### src/rtl/im_fetch_pkg.sv
// Shared types and default sizing for the instruction-fetch unit.
package im_fetch_pkg;

  localparam int DEFAULT_DATA_WIDTH = 8;
  localparam int DEFAULT_ADDR_WIDTH = 8;
  localparam int DEFAULT_FIFO_DEPTH = 4;

  // Fetch sequencer states. HALT is only reachable in the wrap-stop build.
  typedef enum logic [0:0] {
    ST_FETCH = 1'b0,
    ST_HALT  = 1'b1
  } fetch_state_e;

  // One prefetch entry at the default widths: the captured word and its address.
  typedef struct packed {
    logic [DEFAULT_DATA_WIDTH-1:0] instr;
    logic [DEFAULT_ADDR_WIDTH-1:0] pc;
  } fetch_entry_t;

endpackage

### src/rtl/im_prefetch_fifo.sv
// First-word-fall-through prefetch FIFO. Read/write pointers carry one extra
// wrap bit so full and empty are distinguished without a separate counter.
// Handshake: push is honoured only when !full, pop only when !empty; flush
// empties the FIFO and takes priority over push and pop on the same edge.
module im_prefetch_fifo
  import im_fetch_pkg::*;
#(
  parameter int WIDTH = DEFAULT_DATA_WIDTH + DEFAULT_ADDR_WIDTH,
  parameter int DEPTH = DEFAULT_FIFO_DEPTH
) (
  input  logic                     clk,
  input  logic                     reset,
  input  logic                     push,
  input  logic [WIDTH-1:0]         push_data,
  input  logic                     pop,
  input  logic                     flush,
  output logic [WIDTH-1:0]         head_data,
  output logic                     full,
  output logic                     empty,
  output logic [$clog2(DEPTH):0]   count
);

  localparam int PTR_W = $clog2(DEPTH);
  localparam logic [PTR_W:0] PTR_ONE   = (PTR_W+1)'(1);
  localparam logic [PTR_W:0] DEPTH_CNT = (PTR_W+1)'(DEPTH);

  logic [PTR_W:0]   wr_ptr_q, wr_ptr_d;
  logic [PTR_W:0]   rd_ptr_q, rd_ptr_d;
  logic [WIDTH-1:0] mem_q [DEPTH];
  logic [WIDTH-1:0] mem_d [DEPTH];

  // Occupancy and status flags come straight from the pointer difference.
  always_comb begin
    count     = wr_ptr_q - rd_ptr_q;
    full      = (count == DEPTH_CNT);
    empty     = (count == '0);
    head_data = mem_q[rd_ptr_q[PTR_W-1:0]];
  end

  // Next pointer values and storage write; flush resets both pointers.
  always_comb begin
    wr_ptr_d = wr_ptr_q;
    rd_ptr_d = rd_ptr_q;
    mem_d    = mem_q;
    if (flush) begin
      wr_ptr_d = '0;
      rd_ptr_d = '0;
    end else begin
      if (push && !full) begin
        mem_d[wr_ptr_q[PTR_W-1:0]] = push_data;
        wr_ptr_d = wr_ptr_q + PTR_ONE;
      end
      if (pop && !empty) begin
        rd_ptr_d = rd_ptr_q + PTR_ONE;
      end
    end
  end

  // Pointer registers; reset discards every stored entry.
  always_ff @(posedge clk or posedge reset) begin
    if (reset) begin
      wr_ptr_q <= '0;
      rd_ptr_q <= '0;
    end else begin
      wr_ptr_q <= wr_ptr_d;
      rd_ptr_q <= rd_ptr_d;
    end
  end

  // Entry storage needs no reset: the pointers decide what is live.
  always_ff @(posedge clk) begin
    mem_q <= mem_d;
  end

endmodule

### src/rtl/im_fetch_unit.sv
// Instruction-fetch master: drives the instruction RAM read port, captures the
// combinational read data into a prefetch FIFO and presents it to decode.
// Optional build macro IM_FETCH_WRAP_STOP_EN: stop fetching after the top
// address is issued (HALT, fetch_done=1) instead of wrapping the pc to 0.
// Decode handshake: an entry transfers on an edge where instr_valid and
// instr_ready are both high and redirect_valid is low; a redirect flushes the
// FIFO, so a head shown during the redirect cycle is never consumed.
module im_fetch_unit
  import im_fetch_pkg::*;
#(
  parameter int                    DATA_WIDTH = DEFAULT_DATA_WIDTH,
  parameter int                    ADDR_WIDTH = DEFAULT_ADDR_WIDTH,
  parameter int                    FIFO_DEPTH = DEFAULT_FIFO_DEPTH,
  parameter logic [ADDR_WIDTH-1:0] RESET_ADDR = '0
) (
  input  logic                  clk,
  input  logic                  reset,
  input  logic                  fetch_en,
  input  logic                  redirect_valid,
  input  logic [ADDR_WIDTH-1:0] redirect_addr,
  output logic [ADDR_WIDTH-1:0] im_address,
  output logic                  im_cs,
  output logic                  im_we,
  output logic                  im_oe,
  input  logic [DATA_WIDTH-1:0] im_data,
  output logic                  instr_valid,
  output logic [DATA_WIDTH-1:0] instr,
  output logic [ADDR_WIDTH-1:0] instr_pc,
  input  logic                  instr_ready,
  output logic                  fetch_done
);

  localparam int ENTRY_W = DATA_WIDTH + ADDR_WIDTH;
  localparam int CNT_W   = $clog2(FIFO_DEPTH) + 1;
  localparam logic [ADDR_WIDTH-1:0] PC_ONE = ADDR_WIDTH'(1);

  logic [ADDR_WIDTH-1:0] pc_q, pc_d;
  fetch_state_e          state_q, state_d;

  logic                  issue;
  logic                  pop;
  logic                  fifo_full;
  logic                  fifo_empty;
  logic [CNT_W-1:0]      fifo_count;
  logic [ENTRY_W-1:0]    head_data;
  logic                  head_live;

  // Issue/pop decisions. Reset is folded in so the RAM port goes quiet the
  // moment reset rises, not at the next edge.
  always_comb begin
    issue = !reset && (state_q == ST_FETCH) && fetch_en && !fifo_full && !redirect_valid;
    pop   = instr_valid && instr_ready && !redirect_valid;
  end

  // RAM port-1 controls: read-only master addressed by the pc.
  always_comb begin
    im_address = pc_q;
    im_cs      = issue;
    im_oe      = issue;
    im_we      = 1'b0;
  end

  // Next pc and sequencer state; a redirect overrides everything else.
  always_comb begin
    pc_d    = pc_q;
    state_d = state_q;
    if (redirect_valid) begin
      pc_d    = redirect_addr;
      state_d = ST_FETCH;
    end else if (issue) begin
      pc_d = pc_q + PC_ONE;
`ifdef IM_FETCH_WRAP_STOP_EN
      if (pc_q == '1) begin
        state_d = ST_HALT;
      end
`endif
    end
  end

  // pc and state registers.
  always_ff @(posedge clk or posedge reset) begin
    if (reset) begin
      pc_q    <= RESET_ADDR;
      state_q <= ST_FETCH;
    end else begin
      pc_q    <= pc_d;
      state_q <= state_d;
    end
  end

  // fetch_done is the registered HALT state, so it rises the cycle after the
  // top address is issued and clears with a redirect or reset.
  always_comb begin
`ifdef IM_FETCH_WRAP_STOP_EN
    fetch_done = (state_q == ST_HALT);
`else
    fetch_done = 1'b0;
`endif
  end

  im_prefetch_fifo #(
    .WIDTH (ENTRY_W),
    .DEPTH (FIFO_DEPTH)
  ) u_fifo (
    .clk       (clk),
    .reset     (reset),
    .push      (issue),
    .push_data ({im_data, pc_q}),
    .pop       (pop),
    .flush     (redirect_valid),
    .head_data (head_data),
    .full      (fifo_full),
    .empty     (fifo_empty),
    .count     (fifo_count)
  );

  // Decode-facing head: stale storage is masked to zero when nothing is live.
  always_comb begin
    head_live   = (fifo_count != '0);
    instr_valid = !fifo_empty;
    instr       = head_live ? head_data[ENTRY_W-1:ADDR_WIDTH] : '0;
    instr_pc    = head_live ? head_data[ADDR_WIDTH-1:0] : '0;
  end

endmodule
### config.mk
export PLATFORM = sky130hd
export DESIGN_NAME = im_fetch_unit
export DESIGN_NICKNAME = d
export VERILOG_FILES = /design/src/rtl/im_fetch_pkg.sv /design/src/rtl/im_prefetch_fifo.sv /design/src/rtl/im_fetch_unit.sv
export SDC_FILE = /design/constraint.sdc
export NUM_CORES = 1
export LEC_CHECK = 0
export BUFFER_PORTS_ARGS = -buffer_cell sky130_fd_sc_hd__buf_4
export CORE_MARGIN = 1
export CORE_UTILIZATION = 51
export CTS_CLUSTER_DIAMETER = 50
export DETAILED_ROUTE_END_ITERATION = 12
export PLACE_DENSITY = 0.77
export SKIP_CTS_REPAIR_TIMING = 1
export SYNTH_ARGS = -nofsm -noshare
export SYNTH_HDL_FRONTEND = slang
export SYNTH_HIERARCHICAL = 1
export SYNTH_SLANG_ARGS = --single-unit
### constraint.sdc
create_clock -name clk -period 4.23 [get_ports clk]
set_input_delay 0.2115 -clock clk [delete_from_list [all_inputs] [get_ports clk]]
set_output_delay 0.2115 -clock clk [all_outputs]
set_load 0.005 [all_outputs]
==> results of run 1 <==
registers in the layout, summed over array words and instances (netlist names):
name             flops
u_fifo/wr_ptr_q      3
u_fifo/rd_ptr_q      3
im_address           8
u_fifo/mem_q        64
worst reg2reg max path, delay by kind of cell, from the launching register on:
kind	cells	cell delay, ns
and+or+nand+nor	4	1.13
xor gates and xnor gates	1	0.32
buffers and inverters	3	0.47
DFF	1	0.41
adders and majority gates	2	0.59
AOI/OAI and AO/OA	1	0.27
report_power, final:
group          leakage (nW)  switching (W)  internal, W
combinational         0.693      0.0000519    0.0000577
clock                 0.104       0.000247     0.000328
sequential            0.754      0.0000226     0.000850
total                  1.55       0.000322      0.00124
area by class of cell:
type                            count  area, um2  area share [%]
Clock buffer                        9      123.9           2.995
Clock inverter                      7      88.84           2.148
Inverter                            9      33.78          0.8169
Multi-Input combinational cell    118       1105           26.72
Sequential cell                    78       2272           54.95
Tap cell                           77      96.34           2.330
Timing Repair Buffer               55      415.4           10.05
cell families (layout without fill, tap and decap cells):
kind of cell / count (synthesis) / after routing / share of synthesized area, %
compound gates: 16 / 16 / 3.192
xor+xnor: 3 / 3 / 1.233
fa+ha+maj: 8 / 8 / 3.119
buf+inv: 21 / 80 / 2.938
flops: 78 / 78 / 65.87
mux: 22 / 22 / 12.30
other cells: 1 / 2 / 0.1087
simple gates: 67 / 67 / 11.24
routing by layer:
metal  GRT usage, %  vias to the layer above  wire, um
li1               -                      929         -
met1          24.73                      955      2740
met2          27.79                       73      2782
met3          3.835                       17       304
met4          10.19                        0       146
met5              0                        -         0
final timing paths:
| path | start | end | depth (start not counted) |
|---|---|---|---|
| worst max register to register | u_fifo/wr_ptr_q[0]$_DFFE_PP0P_ | u_fifo/mem_q[0]$_DFFE_PP_ | 11 |
| min in group asynchronous | reset | u_fifo/wr_ptr_q[0]$_DFFE_PP0P_ | 3 |
| worst min-delay path | im_data[2] | u_fifo/mem_q[58]$_DFFE_PP_ | 1 |
| worst min register to register | u_fifo/wr_ptr_q[1]$_DFFE_PP0P_ | u_fifo/wr_ptr_q[1]$_DFFE_PP0P_ | 2 |
| worst max-delay path | u_fifo/wr_ptr_q[0]$_DFFE_PP0P_ | u_fifo/mem_q[0]$_DFFE_PP_ | 11 |
| max in group asynchronous | reset | im_address[0]$_DFFE_PP0P_ | 3 |
layout by cell type, fill, tap and decap left out, drive strengths merged, types with 4 or more instances in the layout:
cell type  netlist  layout
nand3            6       6
nor2b           20      20
dfrtp           14      14
inv              9       9
buf              7      54
ha               7       7
edfxtp          64      64
nand2b           4       4
nand2           10      10
clkbuf           5       9
or4              5       5
clkinv           0       4
nor3b            5       5
nor2             8       8
mux4            16      16
o21ai            4       4
stage by stage:
stage               std cells  total power (W)
floorplan                 217        0.0009360
global placement          336        0.0009953
global route              353         0.001615
detailed placement        336        0.0009986
CTS                       352         0.001571
finish                    353         0.001557
==> flow_summary.toml, run 1 <==
[routing]
firstDrtPassIters = 9
num_vias = 1974
routed_wirelength_mm = 5.973
drc_errors = 12
antenna_left = 0
via_per_inst = 5.592
drt_iter0_drc = 86
avgRoutedWirePerCell_um = 16.92

[timing]
period_needed_ns = 3.502
setup_slack_ns = 0.7278
finalSetupTns_ns = 0
fin_crit_sh_pct = 82.79
hold_viol_final = 0
setup_viol = 0
rsz0062_at_grt = "false"
maxSlewViolCount = 0
finClkSkew_ns = 0.01180
holdWs_ns = 0.07457
fmax_mhz = 285.5

[synth]
yosys.cell_count.top_type = "edfxtp_1"
avgSynthCellArea_um2 = 15.97
yosysSeqAreaShare_pct = 65.87
synth_area_leaders = "edfxtp_1 56%, mux4_2 10%, dfrtp_1 10%"
synth_top_cell_by_area = "edfxtp_1"
synth_cell_type_count = 39
async_flop_share_pct = 17.95
yosysWarnings = 6
ys.flop_type = "edfxtp_1"
synth_enable_flop_cells = 64
syn_inst = 216
ys_ff_latch = 78
synth_commonest_cells = "64 x edfxtp_1, 20 x nor2b_1, 16 x mux4_2"
netlist_area_um2 = 3450
netlist.area_leader.share_pct = 55.71

[floorplanning]
core-area_um2 = 6422
die_h_um = 84.24
num_rows = 29
die_w_um = 84.24
start_util_pct = 53.71
boundaryPins = 50
die-area_um2 = 7096

[cells_and_area]
area_growth_pct = 19.88
final_core_util_pct = 64.39
diodes = 0
drive_gt1_share_pct = 34.42
fin_nets = 300
final_area_um2 = 4135
nFillCells = 444

[critical_path]
crit_family = "simple AND/OR/NAND/NOR gates"
critPathLaunchType = "register"
path_cells = "inv_1 -> ha_1 -> fa_1 -> xor3_2 -> nor2b_1 -> or3b_1 -> nor2_1 -> inv_1 -> a31o_2 -> nor3b_2 -> buf_4"
required_ns = 4.25
end_kind = "register"
path_common_cell = "inv_1"
slowest_stage = "or3b_1"
critical_path_class = "reg -> reg"
critical-path-max-stage-delay_ns = 0.50
path_buf_inv = 3
critPathArrivalTime_ns = 3.52
worst-r2r-setup-slack_ns = 0.73
cp_max_fo = 16

[placement]
place_area_um2 = 3913
io_buffers = 47
pre_cts_slack_ns = 0.7886
gp_congestion = 0.8233
hpwlAfterDp_mm = 3.970

[clock_tree]
cts-htree-levels = 3
cts_sinks = 78
cts_tree = "done"
cts.path.max_buffers = 2
clk_latency_ns = 0.33
cts-root-buf = "clkbuf_8"
path_clk_slew_ns = 0.08
cts_made_buffers = 9

[status]
violations = "design-rule violations"
status = "finished with violations"

[global_routing]
grt_pass1_vias = 1999
antenna_found_initial = 0
track_usage_pct = 18.24
grt_max_degree = 35
grt-ovfl-total = 0
grt_pass1_wl_mm = 9.715

[job]
cap_violations = 0

[power]
powerDensity_nw_per_um2 = 376.6
cellLeakagePower_nw = 1.552
max-vdd-ir-drop_uv = 210.6

[hold_path]
hp-class = "in -> reg"
Note: power is estimated with default switching activity, not from simulation.
==> inputs of run 2 (changes only) <==
- ABC_AREA: unset -> 1
- CORE_UTILIZATION: 51 -> 57
- PLACE_DENSITY: 0.77 -> 0.81
- clock period: 4.23 -> 3.3 ns (I/O delays scaled with it)
==> run 2 against run 1 <==
  * The run now ends clean
  * Critical endpoint is now im_cs
  * Sequential power is 29% higher
  * First-iteration DRC count is 120% higher
  * Synthesized cell count is 63% higher
  * Sequential cell count stayed put
  * Combinational power is 44% higher
  * Sequential share of layout area is 2.3 points lower
  * Total power is 31% higher
  * Worst setup slack worse by 0.26 ns
  * Die area is 5.6% lower
  * Routed wire length is 24% higher
  * Cell count is 39% higher
  * Design area is 4.4% higher
  * Largest power group unchanged
==> flow_summary.toml, run 2 <==
[status]
status = "completed"

[timing]
period_needed_ns = 2.831
rsz0062_at_grt = "false"
fmax_mhz = 353.2
finClkSkew_ns = 0.005967
setup_viol = 0
fin_crit_sh_pct = 85.80
hold_viol_final = 0
slew_headroom_pct = 57.30
worstMarginPinSlew_ns = 0.6385
finalSetupTns_ns = 0
maxSlewViolCount = 0

[hold_path]
hp-class = "in -> reg"
hold_end = "u_fifo/mem_q[15]$_DFFE_PP_"
hold_depth = 1
min-delay-start = "im_data[7]"

[synth]
ys.flop_type = "edfxtp_1"
syn_inst = 352
synth_cell_type_count = 28
async_flop_share_pct = 17.95
synth_enable_flop_cells = 64
netlist_area_um2 = 3635
yosys.cell_count.top_type = "edfxtp_1"
netlist.area_leader.share_pct = 52.87
synth_commonest_cells = "64 x edfxtp_1, 54 x nor2_1, 50 x nand2_1"
yosysSeqAreaShare_pct = 62.51
ys_ff_latch = 78
synth_top_cell_by_area = "edfxtp_1"
avgSynthCellArea_um2 = 10.33
synth_area_leaders = "edfxtp_1 53%, dfrtp_1 9.6%, nor2_1 5.6%"
yosysWarnings = 6

[clock_tree]
cts-root-buf = "clkbuf_8"
cts_tree = "done"
cts_made_buffers = 9
cts.path.max_buffers = 2
path_clk_slew_ns = 0.07
cts_sinks = 78
cts-htree-levels = 3
clk_latency_ns = 0.34

[cells_and_area]
largest-register = "u_fifo/mem_q"
drive_gt1_share_pct = 21.98
final_cell_mix = "64 x edfxtp_1, 58 x buf_4, 54 x nor2_1, 50 x nand2_1, 45 x inv_1"
fin_nets = 438
final_common_cell = "edfxtp_1"
final_area_um2 = 4317
largest_reg_flops = 64
area_growth_pct = 18.76
diodes = 0

[routing]
drc_errors = 0
avgRoutedWirePerCell_um = 15.09
firstDrtPassIters = 4
antenna_left = 0
via_per_inst = 5.356
drt_iter0_drc = 193
num_vias = 2619
routed_wirelength_mm = 7.381

[power]
total_power_w = 0.002038
max-vdd-ir-drop_uv = 318.9
cellLeakagePower_nw = 1.924
powerDensity_nw_per_um2 = 472.2

[critical_path]
r2r_end = "u_fifo/mem_q[29]$_DFFE_PP_"
path_cells = "inv_1 -> ha_1 -> fa_1 -> inv_1 -> nand2_1 -> nand2_1 -> nand2_1 -> nand3_2 -> inv_1 -> nand3b_4 -> nor2_4 -> buf_4 -> buf_4"
rr_worst_depth = 14
cp_max_fo = 12
critical-path-max-stage-delay_ns = 0.43
path_buf_inv = 5
crit_family = "adder cells"
reg2reg_from = "u_fifo/wr_ptr_q[0]$_DFFE_PP0P_"
critical_path_class = "reg -> out"
critPathLaunchType = "register"
required_ns = 3.13
end_kind = "output pin"
cp.depth = 13
critPathArrivalTime_ns = 2.67
worst-r2r-setup-slack_ns = 0.50
slowest_stage = "fa_1"

[placement]
io_buffers = 47
gp_congestion = 0.8224
hpwlAfterDp_mm = 5.015
place_area_um2 = 4086

[floorplanning]
num_rows = 28
start_util_pct = 60.32
die-area_um2 = 6700
die_w_um = 81.86
core-area_um2 = 6026
die_h_um = 81.86
boundaryPins = 50

[global_routing]
grt_pass1_vias = 2427
grt_pass1_wl_mm = 11.68
grt-ovfl-total = 0
grt_max_degree = 36
track_usage_pct = 24.62
antenna_found_initial = 0

[job]
cap_violations = 0
[run 2: worst max-delay path by stage]
stage | endpoint | slack, ns | from
6_report | im_cs | 0.47 | u_fifo/wr_ptr_q[0]$_DFFE_PP0P_
5_1_grt | u_fifo/mem_q[55]$_DFFE_PP_ | 0.24 | u_fifo/wr_ptr_q[0]$_DFFE_PP0P_
4_1_cts | im_cs | 0.45 | u_fifo/wr_ptr_q[0]$_DFFE_PP0P_
3_5_place_dp | u_fifo/mem_q[30]$_DFFE_PP_ | 0.50 | u_fifo/wr_ptr_q[0]$_DFFE_PP0P_
3_3_place_gp | u_fifo/mem_q[32]$_DFFE_PP_ | 0.64 | u_fifo/wr_ptr_q[0]$_DFFE_PP0P_
2_1_floorplan | u_fifo/mem_q[16]$_DFFE_PP_ | 0.15 | u_fifo/wr_ptr_q[0]$_DFFE_PP0P_
[run 2: worst register-to-register path, stage by stage, from the launching register on]
cell      delay, ns
dfrtp_1        0.40
inv_1          0.11
ha_1           0.23
fa_1           0.43
inv_1          0.11
nand2_1        0.07
nand2_1        0.07
nand2_1        0.05
nand3_2        0.13
inv_1          0.06
nand3b_4       0.19
nor2_4         0.12
nand3_2        0.12
nor2_1         0.18
buf_4          0.22
[run 2: cell families after synthesis]
| kind of cell | share of synthesized area (%) |
|---|---|
| and+or+nand+nor | 18.49 |
| DFF | 62.51 |
| buffers and inverters | 7.298 |
| AOI/OAI and AO/OA | 7.917 |
| adders and majority gates | 2.960 |
| xor gates and xnor gates | 0.7230 |
| other | 0.1032 |
[run 2: cell type report]
cell class | instances | area [um2]
clock inverters | 2 | 37.54
well taps | 75 | 93.84
clock buffers | 14 | 182.7
repair buffers | 59 | 445.4
fillers | 435 | 1709
inverters | 49 | 183.9
multi-input cells | 212 | 1101
flip-flops and latches | 78 | 2272
[run 2: metal layers]
layer	part of all wire, %	global-route usage, %
met2	50	40.17
met1	42	31.91
met4	0.98	7.895
met5	0	0
met3	6.5	6.778
[run 2: stage by stage]
stage               utilization (%)  hold slack (ns)  cells  setup WS, ns
CTS                           71.47          -0.2637    488        0.4489
global placement              67.82           0.1120    472        0.6443
global route                  71.64         0.002524    489        0.2440
detailed placement            67.82           0.1145    472        0.5024
finish                        71.64          0.01789    489        0.4686
floorplan                         -         -0.04404    353        0.1497
[run 2: power breakdown]
part / total [W] / internal (W) / switching (W)
clock: 0.000752 / 0.000433 / 0.000319
sequential: 0.00113 / 0.00109 / 0.0000359
combinational: 0.000158 / 0.0000736 / 0.0000846
total: 0.00204 / 0.00160 / 0.000440
